`src/rtl/hssi_channel_fc_shim.sv`:
```
// AFU <-> HSSI channel shim: 2-entry TX skid slice with pause gating at packet
// boundaries, registered RX pass-through, registered pause/PFC and statistics.
module hssi_channel_fc_shim #(
  parameter int DATA_W = 64,
  parameter int USER_W = 2
) (
  input  logic                clk,
  input  logic                rst_n,
  // AFU TX slave
  input  logic                afu_tx_tvalid,
  input  logic [DATA_W-1:0]   afu_tx_tdata,
  input  logic [DATA_W/8-1:0] afu_tx_tkeep,
  input  logic                afu_tx_tlast,
  input  logic [USER_W-1:0]   afu_tx_tuser,
  output logic                afu_tx_tready,
  // HSSI TX master
  output logic                hssi_tx_tvalid,
  output logic [DATA_W-1:0]   hssi_tx_tdata,
  output logic [DATA_W/8-1:0] hssi_tx_tkeep,
  output logic                hssi_tx_tlast,
  output logic [USER_W-1:0]   hssi_tx_tuser,
  input  logic                hssi_tx_tready,
  // HSSI RX input
  input  logic                hssi_rx_tvalid,
  input  logic [DATA_W-1:0]   hssi_rx_tdata,
  input  logic [DATA_W/8-1:0] hssi_rx_tkeep,
  input  logic                hssi_rx_tlast,
  input  logic [USER_W-1:0]   hssi_rx_tuser,
  // AFU RX output
  output logic                afu_rx_tvalid,
  output logic [DATA_W-1:0]   afu_rx_tdata,
  output logic [DATA_W/8-1:0] afu_rx_tkeep,
  output logic                afu_rx_tlast,
  output logic [USER_W-1:0]   afu_rx_tuser,
  // Flow control
  input  logic                afu_tx_pause,
  input  logic [7:0]          afu_tx_pfc,
  output logic                hssi_tx_pause,
  output logic [7:0]          hssi_tx_pfc,
  input  logic                hssi_rx_pause,
  input  logic [7:0]          hssi_rx_pfc,
  output logic                afu_rx_pause,
  output logic [7:0]          afu_rx_pfc,
  // Statistics
  output logic [31:0]         tx_pkt_cnt,
  output logic [31:0]         rx_pkt_cnt,
  output logic [31:0]         rx_byte_cnt
);

  localparam int KEEP_W = DATA_W / 8;

  typedef struct packed {
    logic [DATA_W-1:0] data;
    logic [KEEP_W-1:0] keep;
    logic              last;
    logic [USER_W-1:0] user;
  } beat_t;

  typedef enum logic {ST_IDLE, ST_IN_PKT} state_t;

  state_t      state_q, state_d;
  logic        pause_q, pause_d;
  logic        out_valid_q, out_valid_d;
  logic        skid_valid_q, skid_valid_d;
  beat_t       out_q, out_d;
  beat_t       skid_q, skid_d;
  beat_t       afu_beat;
  logic        rx_valid_q, rx_valid_d;
  beat_t       rx_q, rx_d;
  logic        tx_pause_q, tx_pause_d;
  logic [7:0]  tx_pfc_q, tx_pfc_d;
  logic [7:0]  rx_pfc_q, rx_pfc_d;
  logic [31:0] tx_pkt_cnt_q, tx_pkt_cnt_d;
  logic [31:0] rx_pkt_cnt_q, rx_pkt_cnt_d;
  logic [31:0] rx_byte_cnt_q, rx_byte_cnt_d;
  logic [31:0] rx_keep_bytes;
  logic        tx_accept;
  logic        tx_drain;

  // Ready is built from flops only, so there is no combinational path from
  // hssi_tx_tready back to the AFU; a new packet may not start while paused.
  assign afu_tx_tready = rst_n & ~skid_valid_q & ~((state_q == ST_IDLE) & pause_q);
  assign tx_accept     = afu_tx_tvalid & afu_tx_tready;
  assign tx_drain      = out_valid_q & hssi_tx_tready;
  assign afu_beat      = '{data: afu_tx_tdata, keep: afu_tx_tkeep,
                           last: afu_tx_tlast, user: afu_tx_tuser};

  always_comb begin
    // NOTE: every signal gets a default first so no path leaves it unassigned
    // and no latch is inferred.
    state_d       = state_q;
    out_valid_d   = out_valid_q;
    out_d         = out_q;
    skid_valid_d  = skid_valid_q;
    skid_d        = skid_q;
    rx_keep_bytes = '0;

    // Output register refills from the skid entry first to keep beat order.
    if (!out_valid_q || tx_drain) begin
      if (skid_valid_q) begin
        out_d        = skid_q;
        out_valid_d  = 1'b1;
        skid_valid_d = 1'b0;
      end else begin
        out_d       = afu_beat;
        out_valid_d = tx_accept;
      end
    end else if (tx_accept) begin
      skid_d       = afu_beat;
      skid_valid_d = 1'b1;
    end

    if (tx_accept) begin
      state_d = afu_tx_tlast ? ST_IDLE : ST_IN_PKT;
    end

    for (int i = 0; i < KEEP_W; i++) begin
      rx_keep_bytes = rx_keep_bytes + 32'(hssi_rx_tkeep[i]);
    end

    pause_d       = hssi_rx_pause;
    tx_pause_d    = afu_tx_pause;
    tx_pfc_d      = afu_tx_pfc;
    rx_pfc_d      = hssi_rx_pfc;
    rx_valid_d    = hssi_rx_tvalid;
    rx_d          = '{data: hssi_rx_tdata, keep: hssi_rx_tkeep,
                      last: hssi_rx_tlast, user: hssi_rx_tuser};
    tx_pkt_cnt_d  = tx_pkt_cnt_q + 32'(tx_drain & out_q.last);
    rx_pkt_cnt_d  = rx_pkt_cnt_q + 32'(hssi_rx_tvalid & hssi_rx_tlast);
    rx_byte_cnt_d = hssi_rx_tvalid ? rx_byte_cnt_q + rx_keep_bytes : rx_byte_cnt_q;
  end

  // NOTE: sequential state uses non-blocking assignments so every flop samples
  // pre-edge values regardless of evaluation order.
  always_ff @(posedge clk) begin
    if (!rst_n) begin
      state_q       <= ST_IDLE;
      pause_q       <= 1'b0;
      out_valid_q   <= 1'b0;
      skid_valid_q  <= 1'b0;
      rx_valid_q    <= 1'b0;
      tx_pause_q    <= 1'b0;
      tx_pfc_q      <= '0;
      rx_pfc_q      <= '0;
      tx_pkt_cnt_q  <= '0;
      rx_pkt_cnt_q  <= '0;
      rx_byte_cnt_q <= '0;
    end else begin
      state_q       <= state_d;
      pause_q       <= pause_d;
      out_valid_q   <= out_valid_d;
      skid_valid_q  <= skid_valid_d;
      rx_valid_q    <= rx_valid_d;
      tx_pause_q    <= tx_pause_d;
      tx_pfc_q      <= tx_pfc_d;
      rx_pfc_q      <= rx_pfc_d;
      tx_pkt_cnt_q  <= tx_pkt_cnt_d;
      rx_pkt_cnt_q  <= rx_pkt_cnt_d;
      rx_byte_cnt_q <= rx_byte_cnt_d;
    end
  end

  // NOTE: payload registers carry no reset; their valid bits qualify them.
  always_ff @(posedge clk) begin
    out_q  <= out_d;
    skid_q <= skid_d;
    rx_q   <= rx_d;
  end

  assign hssi_tx_tvalid = out_valid_q;
  assign hssi_tx_tdata  = out_q.data;
  assign hssi_tx_tkeep  = out_q.keep;
  assign hssi_tx_tlast  = out_q.last;
  assign hssi_tx_tuser  = out_q.user;

  assign afu_rx_tvalid  = rx_valid_q;
  assign afu_rx_tdata   = rx_q.data;
  assign afu_rx_tkeep   = rx_q.keep;
  assign afu_rx_tlast   = rx_q.last;
  assign afu_rx_tuser   = rx_q.user;

  assign hssi_tx_pause  = tx_pause_q;
  assign hssi_tx_pfc    = tx_pfc_q;
  assign afu_rx_pause   = pause_q;
  assign afu_rx_pfc     = rx_pfc_q;

  assign tx_pkt_cnt     = tx_pkt_cnt_q;
  assign rx_pkt_cnt     = rx_pkt_cnt_q;
  assign rx_byte_cnt    = rx_byte_cnt_q;

endmodule

```
`config.mk`:
```
export PLATFORM = sky130hd
export DESIGN_NAME = hssi_channel_fc_shim
export DESIGN_NICKNAME = d
export VERILOG_FILES = /design/src/rtl/hssi_channel_fc_shim.sv
export SDC_FILE = /design/constraint.sdc
export NUM_CORES = 1
export LEC_CHECK = 0
export ABC_CLOCK_PERIOD_IN_PS = 8900
export CORE_AREA = 5 5 172 174
export CTS_CLUSTER_SIZE = 20
export DETAILED_ROUTE_END_ITERATION = 8
export DIE_AREA = 0 0 177 179
export PLACE_DENSITY = 0.89
export SLEW_MARGIN = 25
export SYNTH_ARGS = -nofsm -noshare
export SYNTH_HDL_FRONTEND = slang
export SYNTH_SLANG_ARGS = --single-unit
```
`constraint.sdc`:
```
create_clock -name clk -period 8.9 [get_ports clk]
set_input_delay 0.89 -clock clk [delete_from_list [all_inputs] [get_ports clk]]
set_output_delay 0.89 -clock clk [all_outputs]
set_load 0.05 [all_outputs]
```
==> metrics.md <==
| Metric | Value |
|---|---|
| Antenna violations before repair | `1` |
| Gr ovfl total | `0` |
| Post-synthesis mux area share | `7.283%` |
| Commonest non-fill, non-tap cell in the layout | `clkdlybuf4s50_1` |
| Row cnt | `61` |
| Synth Area in XOR/XNOR | `between 5 and 6%` |
| Non-Filler Instances | `1728` |
| Yosys warns | `0` |
| Sw Ratio | `roughly a quarter` |
| Global Route Usage Sum | `20.27%` |
| Htree depth | `2` |
| Drt total wl | `roughly 34 mm` |
| Port buffer count | `439` |
| Routed len/inst | `19.46 um` |
| Compound-cell area share of the yosys netlist | `2.073%` |
| Largest family of logic cells by synthesized area | `simple AND/OR/NAND/NOR gates` |
| Slowest CP cell | `fa_1` |
| Largest net degree at the start of global routing | `86` |
| Slowest cell delay on critical path | `550 ps` |
| Post-cts gate resize count | `0` |
| Slew margin rel. | `35.24%` |
| Routability Congestion | `0.8219` |
| Final Hold Fails | `0` |
| IO Pins | `440` |
| Yosys reg bits | `343` |
| RSZ-0062 raised after global routing | `no` |
| Fmax | `221.0 MHz` |
| Fin crit period | `roughly 4500 ps` |
| Die Span Y | `between 150 and 200 um` |
| Initial DRC Count | `534` |
| Antenna diodes | `0` |
| # DRC | `0` |
| Cell Int Power | `0.002775 W` |
| Hold-fix buffers at CTS | `0` |
| Synthesized-area fraction occupied by and/or/nand/nor cells | `12.65%` |
| Layout cells sized above 1 | `11.41%` |
| Die extent in x | `177 um` |
| Sequential area share after synthesis | `69.68%` |
| Period Utilization, post-route | `50.83%` |
| Global-route wire length before repair | `50.24 mm` |
| Area Overhead vs Synth | `49.79%` |
| Initial Utilization | `43.47%` |
| Least-Margin Pin Slew | `971.5 ps` |
| Crit path max fanout | `15` |
| Gate power share | `between 10 and 15%` |
| Crit path DAT | `between 4000 and 5000 ps` |
| Cell Area, Synth | `12010 um^2` |
| Placed insts | `1663` |
| Fillers | `1989` |
| Slew Limit Fails | `0` |
| # setup viols final | `0` |
| Syn Nets | `1060` |
| R2r setup slk | `5400 ps` |
| Cells after Synth | `873` |
| Setup TNS | `0 ps` |
| Sinks on the clock net | `343` |
| Clk pwr share | `39.5%` |
| Post-CTS Setup Inserts | `0` |
| CTS tree | `yes` |
| LEAKAGE | `6.434 nW` |
| Commonest cells after routing, fill and taps aside | `clkdlybuf4s50_1 (439), dfxtp_1 (192), edfxtp_1 (150), nor2_1 (77), mux2_2 (75)` |
| Antenna viol nets, final | `0` |
| Run status | `finished clean` |
| Flop pwr share | `between 40% and 50%` |
| Most frequent CP cell | `fa_1` |
| Adder-Cell Fraction of Synth Area | `1.709%` |
| Peak supply drop | `between 150 and 200 uV` |
| Max Clock Skew | `20.57 ps` |
| CP endpoint kind | `flip-flop` |
| Die area | `roughly 32000 um^2` |
| CP Launch Type | `input pin` |
| Worst skew pair latency | `just over 500 ps` |
| Synth Area per Inst | `13.76 um^2` |
| Max Cap Viol | `0` |
| Vias | `8571` |
| CP cell instances | `clkdlybuf4s50_1 -> fa_1 -> inv_1 -> fa_1 -> fa_1 -> inv_1 -> fa_1 -> a21oi_1 -> a2bb2oi_2 -> or3_4 -> o21ai_0 -> a21oi_1` |
| Detailed-placement wirelength estimate | `24.04 mm` |
| Distinct cell type count of the synthesized netlist | `46` |
| Bufs on Longest Clock Path | `3` |
| TritonCTS Buffers | `35` |
| DR vias/cell | `4.960` |
| P_sw | `0.0009283 W` |
| Pwr per Cell Area | `a little over 200 nW/um^2` |
| Core ar. | `27630 um^2` |
| Worst endpoint required time | `9310 ps` |
| Fin nets | `around 1500` |
| Critical path class | `input pin to flip-flop` |
| Initial DRT Pass Iterations | `5` |
| Clock Tree Root | `clkbuf_16` |
| Hold Crit Class | `flip-flop to flip-flop` |
| Vias in the first global route | `roughly 8900` |
| Worst-path clk slew | `approximately 60 ps` |
[cell usage after synthesis (all sizes together)]
cell type | number | area (um^2)
dfxtp | 193 | 3864
edfxtp | 150 | 4504
nor2 | 77 | 289.0
mux2 | 75 | 844.6
xnor2 | 42 | 367.9
nand3 | 38 | 195.2
and2 | 31 | 193.9
nand2 | 27 | 103.9
xor2 | 27 | 236.5
clkbuf | 25 | 93.84
o21ai | 19 | 95.09
a21oi | 18 | 90.09
and3 | 18 | 112.6
nand4 | 18 | 125.1
or3 | 18 | 121.4
inv | 15 | 56.30
nor4 | 12 | 90.09
ha | 10 | 125.1
nor3 | 10 | 50.05
and4 | 9 | 78.83
nand2b | 7 | 43.79
buf | 6 | 38.78
fa | 4 | 80.08
nor4b | 4 | 47.55
a211oi | 3 | 22.52
mux2i | 3 | 30.03
nor2b | 2 | 12.51
nor3b | 2 | 15.01
o2bb2ai | 2 | 17.52
or2 | 2 | 12.52
or4 | 2 | 16.27
a21o | 1 | 7.510
a2bb2oi | 1 | 8.760
and4b | 1 | 11.26
o31ai | 1 | 7.510
[flip-flops by register name, indices dropped and copies added, names as in the netlist, 2 cells and up]
name / cells
hssi_tx_tkeep: 8
afu_rx_tkeep: 8
afu_rx_tuser: 2
afu_rx_pfc: 8
hssi_tx_tdata: 64
tx_pkt_cnt: 32
hssi_tx_pfc: 8
skid_q: 75
afu_rx_tdata: 64
hssi_tx_tuser: 2
rx_byte_cnt: 32
rx_pkt_cnt: 32
[worst max-delay path, delay by kind of cell]
kind | cells | cell delay, ps
buf+inv | 3 | 580
compound gates | 4 | 1230
fa+ha+maj | 4 | 1920
simple gates | 1 | 310
[power groups by stage]
stage	Combinational [W]	Sequential, W	Clock, W
after detailed placement	0.000515	0.00176	0
after global routing	0.000540	0.00173	0.00156
final	0.000517	0.00172	0.00146
after floorplan	0.000101	0.00195	0
after CTS	0.000519	0.00173	0.00149
after global placement	0.000501	0.00176	0
[logic make-up (layout without fill, tap and decap cells)]
family,Yosys count,after routing
compound gates,45,45
xor+xnor,69,69
fa+ha+maj,14,14
buf+inv,46,523
flops,343,343
mux,78,78
simple gates,278,278
[per-layer routing]
layer  GRT usage (%)  part of all wire [%]
met1           23.28                    37
met2           36.30                    51
met4           4.965                   2.0
met5               0                 0.039
met3           7.170                    10
[metrics by stage]
step / cell area (um^2) / setup slack [ps] / hold WS [ps] / total power [W] / util, %
global placement: 16790 / 3726 / 469.6 / 0.002258 / 60.78
finish: 17990 / 4376 / 476.0 / 0.003704 / 65.11
CTS: 17950 / 4040 / 477.9 / 0.003734 / 64.99
floorplan: 12010 / 2140 / 478.1 / 0.002048 / -
global route: 17990 / 4197 / 508.8 / 0.003832 / 65.11
detailed placement: 16790 / 3562 / 466.4 / 0.002274 / 60.78
[final cells by class]
class / count / area (um^2) / share of cell area [%]
inverter: 15 / 56.30 / 0.3130
multi-input combinational: 484 / 3473 / 19.31
clock inverter: 15 / 142.6 / 0.7929
sequential: 343 / 8372 / 46.54
tap: 378 / 473.0 / 2.629
clock buffer: 49 / 1020 / 5.669
timing repair buffer: 444 / 4452 / 24.75
[path summary, 6_finish.rpt]
check / startpoint / to / depth (start not counted)
max: hssi_rx_tkeep[0] / rx_byte_cnt[26] / 12
min: rx_byte_cnt[31] / rx_byte_cnt[31] / 2
max reg2reg: rx_byte_cnt[0] / rx_byte_cnt[26] / 10
min reg2reg: rx_byte_cnt[31] / rx_byte_cnt[31] / 2
No activity file was read; power rests on OpenSTA's default activity.
==> RTL change 1: new RTL, config.mk and constraints unchanged <==
Set the parameter `DATA_W` to 68 (it was 64).
--- a/src/rtl/hssi_channel_fc_shim.sv
+++ b/src/rtl/hssi_channel_fc_shim.sv
@@ -1,7 +1,7 @@
 // AFU <-> HSSI channel shim: 2-entry TX skid slice with pause gating at packet
 // boundaries, registered RX pass-through, registered pause/PFC and statistics.
 module hssi_channel_fc_shim #(
-  parameter int DATA_W = 64,
+  parameter int DATA_W = 68,
   parameter int USER_W = 2
 ) (
   input  logic                clk,
Ports: changed (resized afu_rx_tdata, afu_tx_tdata, hssi_rx_tdata and hssi_tx_tdata); port bits go from 440 to 456. The function was not compared with the original's and may differ.
==> RTL change 1 against the original RTL <==
Cell count grew 3.6%; wire length grew 8.7%; setup slack gained 230 ps; register-to-register slack gained 220 ps; design area grew 4.4%; synthesized area grew 5.7%; total power grew 2.7%; sequential cell count grew 12; critical path type unchanged; critical endpoint is now rx_byte_cnt[7]; highest routed layer unchanged.
==> RTL change 1: results (changes against the original RTL) <==
Outcome
  – Outcome: finished clean

Worst setup path
  – Highest net fanout along the worst path: 47 (+32)
  – Depth of the worst register-to-register path: 10 (unchanged)
  – Data arrival time of the worst path: 4630 ps (-310 ps)
  – Reg-to-reg critical path endpoint: rx_byte_cnt[7]
  – Slack of the worst reg-to-reg path: 5620 ps (+220 ps)

Pwr
  – Worst IR drop on VDD: 186 µV (+12%)
  – Pleak: 6.62 nW (+2.9%)

Finish
  – Number of standard cells in the final layout excluding fillers: 1790 (+3.6%)
  – Nets@finish: 1578 (+4.5%)
  – Max reg flops: 79 (+5.3%)
  – Fraction of final layout cells with drive strength greater than 1: 11.2% (-0.22 points)
  – Register with the most flip-flops: skid_q

Synthesis
  – Average footprint of a synthesized cell: 13.7 µm² (-0.63%)
  – Ranking of synthesized cells by area: sky130_fd_sc_hd__edfxtp_1 37%, sky130_fd_sc_hd__dfxtp_1 31%, sky130_fd_sc_hd__mux2_2 7.0%
  – Most frequent cells after synthesis: 197 x sky130_fd_sc_hd__dfxtp_1, 158 x sky130_fd_sc_hd__edfxtp_1, 79 x sky130_fd_sc_hd__mux2_2, 50 x sky130_fd_sc_hd__a21oi_1, 39 x sky130_fd_sc_hd__nand2_1
  – Count of flip-flops with a built-in enable after synthesis: 158 (+5.3%)
  – Post-synthesis net count: 1124 (+6.0%)
  – Distinct cell type count of the synthesized netlist: 51 (+11%)
  – Sequential element share of the synthesized area: 68.4% (-1.3 points)

Clocking
  – Number of buffers between clock root and the deepest sink: 3 (unchanged)
  – Clk Tree Root Cell: sky130_fd_sc_hd__clkbuf_16
  – Clock-pin slew on the worst setup and hold paths: 60 ps (about the same)
  – Total CTS buffers: 37 (+5.7%)
  – Number of setup buffers added after CTS: 0 (unchanged)

Drt
  – DRT Wirelength: 36.5 mm (+8.7%)
  – Detailed-route via count: 9445 (+10%)
  – Number of optimization iterations in the first detailed-route pass: 5 (unchanged)
  – First-iteration detailed-routing DRC count: 827 (+55%)

Timing
  – Slew margin rel.: 30.7% (-4.5 points)
  – Clk_skew: 18.8 ps (-1.81 ps)
  – Final-layout worst hold slack: 478 ps (+2.13 ps)

Placement
  – Worst slack, placed: 4150 ps (+592 ps)
  – Post-placement cell area: 17600 µm² (+4.7%)
  – Hpwl dp: 25.6 mm (+6.3%)
  – I/O Buffers: 455 (+3.6%)
  – Placed Instances: 1721 (+3.5%)
  – Final GP Congestion: 0.813 (-1.1%)

GRT
  – Antenna violations before repair: 4 (+3)
  – Maximum number of pins on one net before global-route repair: 83 (-3.5%)
  – Global-route usage over all layers: 21.9% (+1.6 points)
  – Global-route wire length before repair: 54.8 mm (+9.1%)
  – Via count of the first global-routing pass: 9603 (+7.9%)

Min path
  – Worst Hold Depth: 2 (unchanged)
  – Min-delay worst type: register to register
[RTL change 1: changes by cell type after synthesis, moves of 10 or more]
cell | before | now
sky130_fd_sc_hd__xor2_1 | 27 | 12
sky130_fd_sc_hd__mux2i_1 | 3 | 15
sky130_fd_sc_hd__nand3_1 | 37 | 24
sky130_fd_sc_hd__o31ai_1 | 1 | 31
sky130_fd_sc_hd__nand2_1 | 26 | 39
sky130_fd_sc_hd__xnor2_1 | 42 | 13
sky130_fd_sc_hd__nand2b_1 | 7 | 17
sky130_fd_sc_hd__a21oi_1 | 18 | 50
sky130_fd_sc_hd__nor2_1 | 77 | 26
sky130_fd_sc_hd__or4_1 | 1 | 31
sky130_fd_sc_hd__clkbuf_1 | 25 | 36
[RTL change 1: logic make-up after synthesis]
group	synth area share, %
compound gates	5.52
fa+ha+maj	1.62
simple gates	12.4
buf+inv	2.11
mux	8.19
xor+xnor	1.72
flops	68.4
[RTL change 1: cell type report]
| type | instances | area [µm²] |
|---|---|---|
| inverter | 19 | 71.3 |
| sequential | 355 | 8690 |
| tap | 378 | 473 |
| clock inverter | 13 | 73.8 |
| timing repair buffer | 461 | 4620 |
| fill | 1809 | 8840 |
| multi-input combinational | 509 | 3760 |
| clock buffer | 55 | 1100 |
[RTL change 1: routing by layer]
metal | GRT usage, % | vias up | wire, µm
met5 | 0 | - | 42
met4 | 5.74 | 8 | 937
met3 | 7.84 | 75 | 3830
met2 | 38.0 | 451 | 18000
met1 | 25.9 | 4547 | 13700
li1 | - | 4364 | -
[RTL change 1: how the worst max path moves through the flow]
stage	from	end	slack, ps
after global placement	hssi_rx_tkeep[0]	rx_byte_cnt[25]	4300
after CTS	hssi_rx_tkeep[0]	rx_byte_cnt[7]	4640
after global routing	hssi_rx_tkeep[0]	rx_byte_cnt[17]	4430
after detailed placement	hssi_rx_tkeep[0]	rx_byte_cnt[14]	4150
after floorplan	hssi_tx_tready	skid_q[0]	1850
final	hssi_rx_tkeep[0]	rx_byte_cnt[7]	4610
[RTL change 1: worst max-delay path, stage by stage]
cell and delay [ps]:
sky130_fd_sc_hd__clkdlybuf4s50_1 470, sky130_fd_sc_hd__fa_1 570, sky130_fd_sc_hd__inv_1 50, sky130_fd_sc_hd__fa_1 450, sky130_fd_sc_hd__fa_1 520, sky130_fd_sc_hd__inv_1 60, sky130_fd_sc_hd__fa_1 410, sky130_fd_sc_hd__a21oi_1 320
sky130_fd_sc_hd__a2bb2oi_2 180, sky130_fd_sc_hd__buf_4 400, sky130_fd_sc_hd__or4_1 200, sky130_fd_sc_hd__a21oi_1 90
[RTL change 1: report_power, final]
group	internal, mW	switching (mW)
sequential	1.76	0.0241
combinational	0.218	0.325
clock	0.856	0.617
==> RTL change 2: new RTL, config.mk and constraints unchanged <==
Made on the original files. Put one more register stage on the output `tx_pkt_cnt`. The value now appears one clock later. The other outputs are not delayed to match.
--- a/src/rtl/hssi_channel_fc_shim.sv
+++ b/src/rtl/hssi_channel_fc_shim.sv
@@ -184,7 +184,9 @@
   assign afu_rx_pause   = pause_q;
   assign afu_rx_pfc     = rx_pfc_q;
 
-  assign tx_pkt_cnt     = tx_pkt_cnt_q;
+  always_ff @(posedge clk) begin
+    tx_pkt_cnt <= tx_pkt_cnt_q;
+  end
   assign rx_pkt_cnt     = rx_pkt_cnt_q;
   assign rx_byte_cnt    = rx_byte_cnt_q;
 
Check against the original RTL: not equivalent (Yosys sat finds a counterexample within 4 cycles, from zero or initial values and one cycle with rst_n low).
==> RTL change 2 against the original RTL <==
Synthesized cell count rose by 3.7%; total power is 6.9% higher; synthesized area up 5.3%; cell count rose by 2.1%; design area grew 3.8%; sequential power up 9%; non-clock buffer count is the same; setup slack got worse by 330 ps; sequential cell count grew 32; maximum frequency is 6.8% lower; wire length rose by 4.2%; count of clock-buffer cells in the layout increased by 4; combinational power barely moved; critical path type unchanged; critical endpoint is now rx_byte_cnt[28].
==> RTL change 2: results (changes against the original RTL) <==
Drt
  – Detailed route wirelength on metal3: 3.87 mm (+13%)
  – Detailed-route via count: 8827 (+3.0%)
  – Wire length on met1: 12.5 mm (about the same)

Synthesis
  – Xor and xnor fraction of the mapped netlist area: 4.78% (-0.25 points)
  – Average footprint of a synthesized cell: 14.0 µm² (+1.6%)
  – Compound-cell area share of the yosys netlist: 1.97% (-0.11 points)
  – Post-synthesis net count: 1092 (+3.0%)
  – Ranking of synthesized cells by area: sky130_fd_sc_hd__dfxtp_1 36%, sky130_fd_sc_hd__edfxtp_1 36%, sky130_fd_sc_hd__mux2_2 6.7%
  – Yosys reg bits: 375 (+9.3%)
  – Sequential element share of the synthesized area: 71.2% (+1.5 points)
  – Fraction of the mapped netlist area in adder cells: 1.62% (-0.087 points)

Pwr
  – Internal power consumption: 2.99 mW (+7.7%)
  – Total power consumption of the routed design: 3.96 mW (+6.9%)
  – Worst IR drop on VDD: 169 µV (+0.97%)
  – Pleak: 6.72 nW (+4.4%)

Placement
  – Worst slack, placed: 3620 ps (+53.6 ps)
  – Hpwl dp: 24.9 mm (+3.6%)

Worst setup path
  – Slowest-stage cell, CP: sky130_fd_sc_hd__a2bb2oi_1
  – Data arrival time of the worst path: 5270 ps (+330 ps)
  – Largest incremental delay on the critical path: 840 ps (+290 ps)

GRT
  – Antenna violations before repair: 4 (+3)
  – Global-route wire length before repair: 52.6 mm (+4.7%)
  – Global-route usage over all layers: 21.2% (+0.89 points)
  – Met1 Use GR: 22.9% (-0.38 points)

Finish
  – Ant diodes: 1 (+1)
  – Nets@finish: 1544 (+2.3%)
  – Final non-filler cell area: 18700 µm² (+3.8%)
  – Area fraction of clock buffers and clock inverters: 6.65% (+0.19 points)

Outcome
  – Outcome: finished clean
[RTL change 2: changes by cell type after synthesis, sizes merged]
| cell | before | now |
|---|---|---|
| dfxtp | 193 | 225 |
[RTL change 2: cell families (layout without fill, tap and decap cells)]
| family | after synthesis | count (layout) |
|---|---|---|
| DFF | 375 | 375 |
| adders and majority gates | 14 | 14 |
| AOI/OAI and AO/OA | 45 | 45 |
| xor gates and xnor gates | 69 | 69 |
| buffers and inverters | 46 | 527 |
| other | 0 | 1 |
| muxes | 78 | 78 |
| and+or+nand+nor | 278 | 278 |
[RTL change 2: final timing paths]
check	start	endpoint	slack (ps)	cells past startpoint
max	hssi_rx_tkeep[0]	rx_byte_cnt[28]	4050	12
min	tx_pkt_cnt_q[0]	tx_pkt_cnt[0]	360	0
max reg2reg	rx_byte_cnt[0]	rx_byte_cnt[28]	5020	10
min reg2reg	tx_pkt_cnt_q[0]	tx_pkt_cnt[0]	360	0
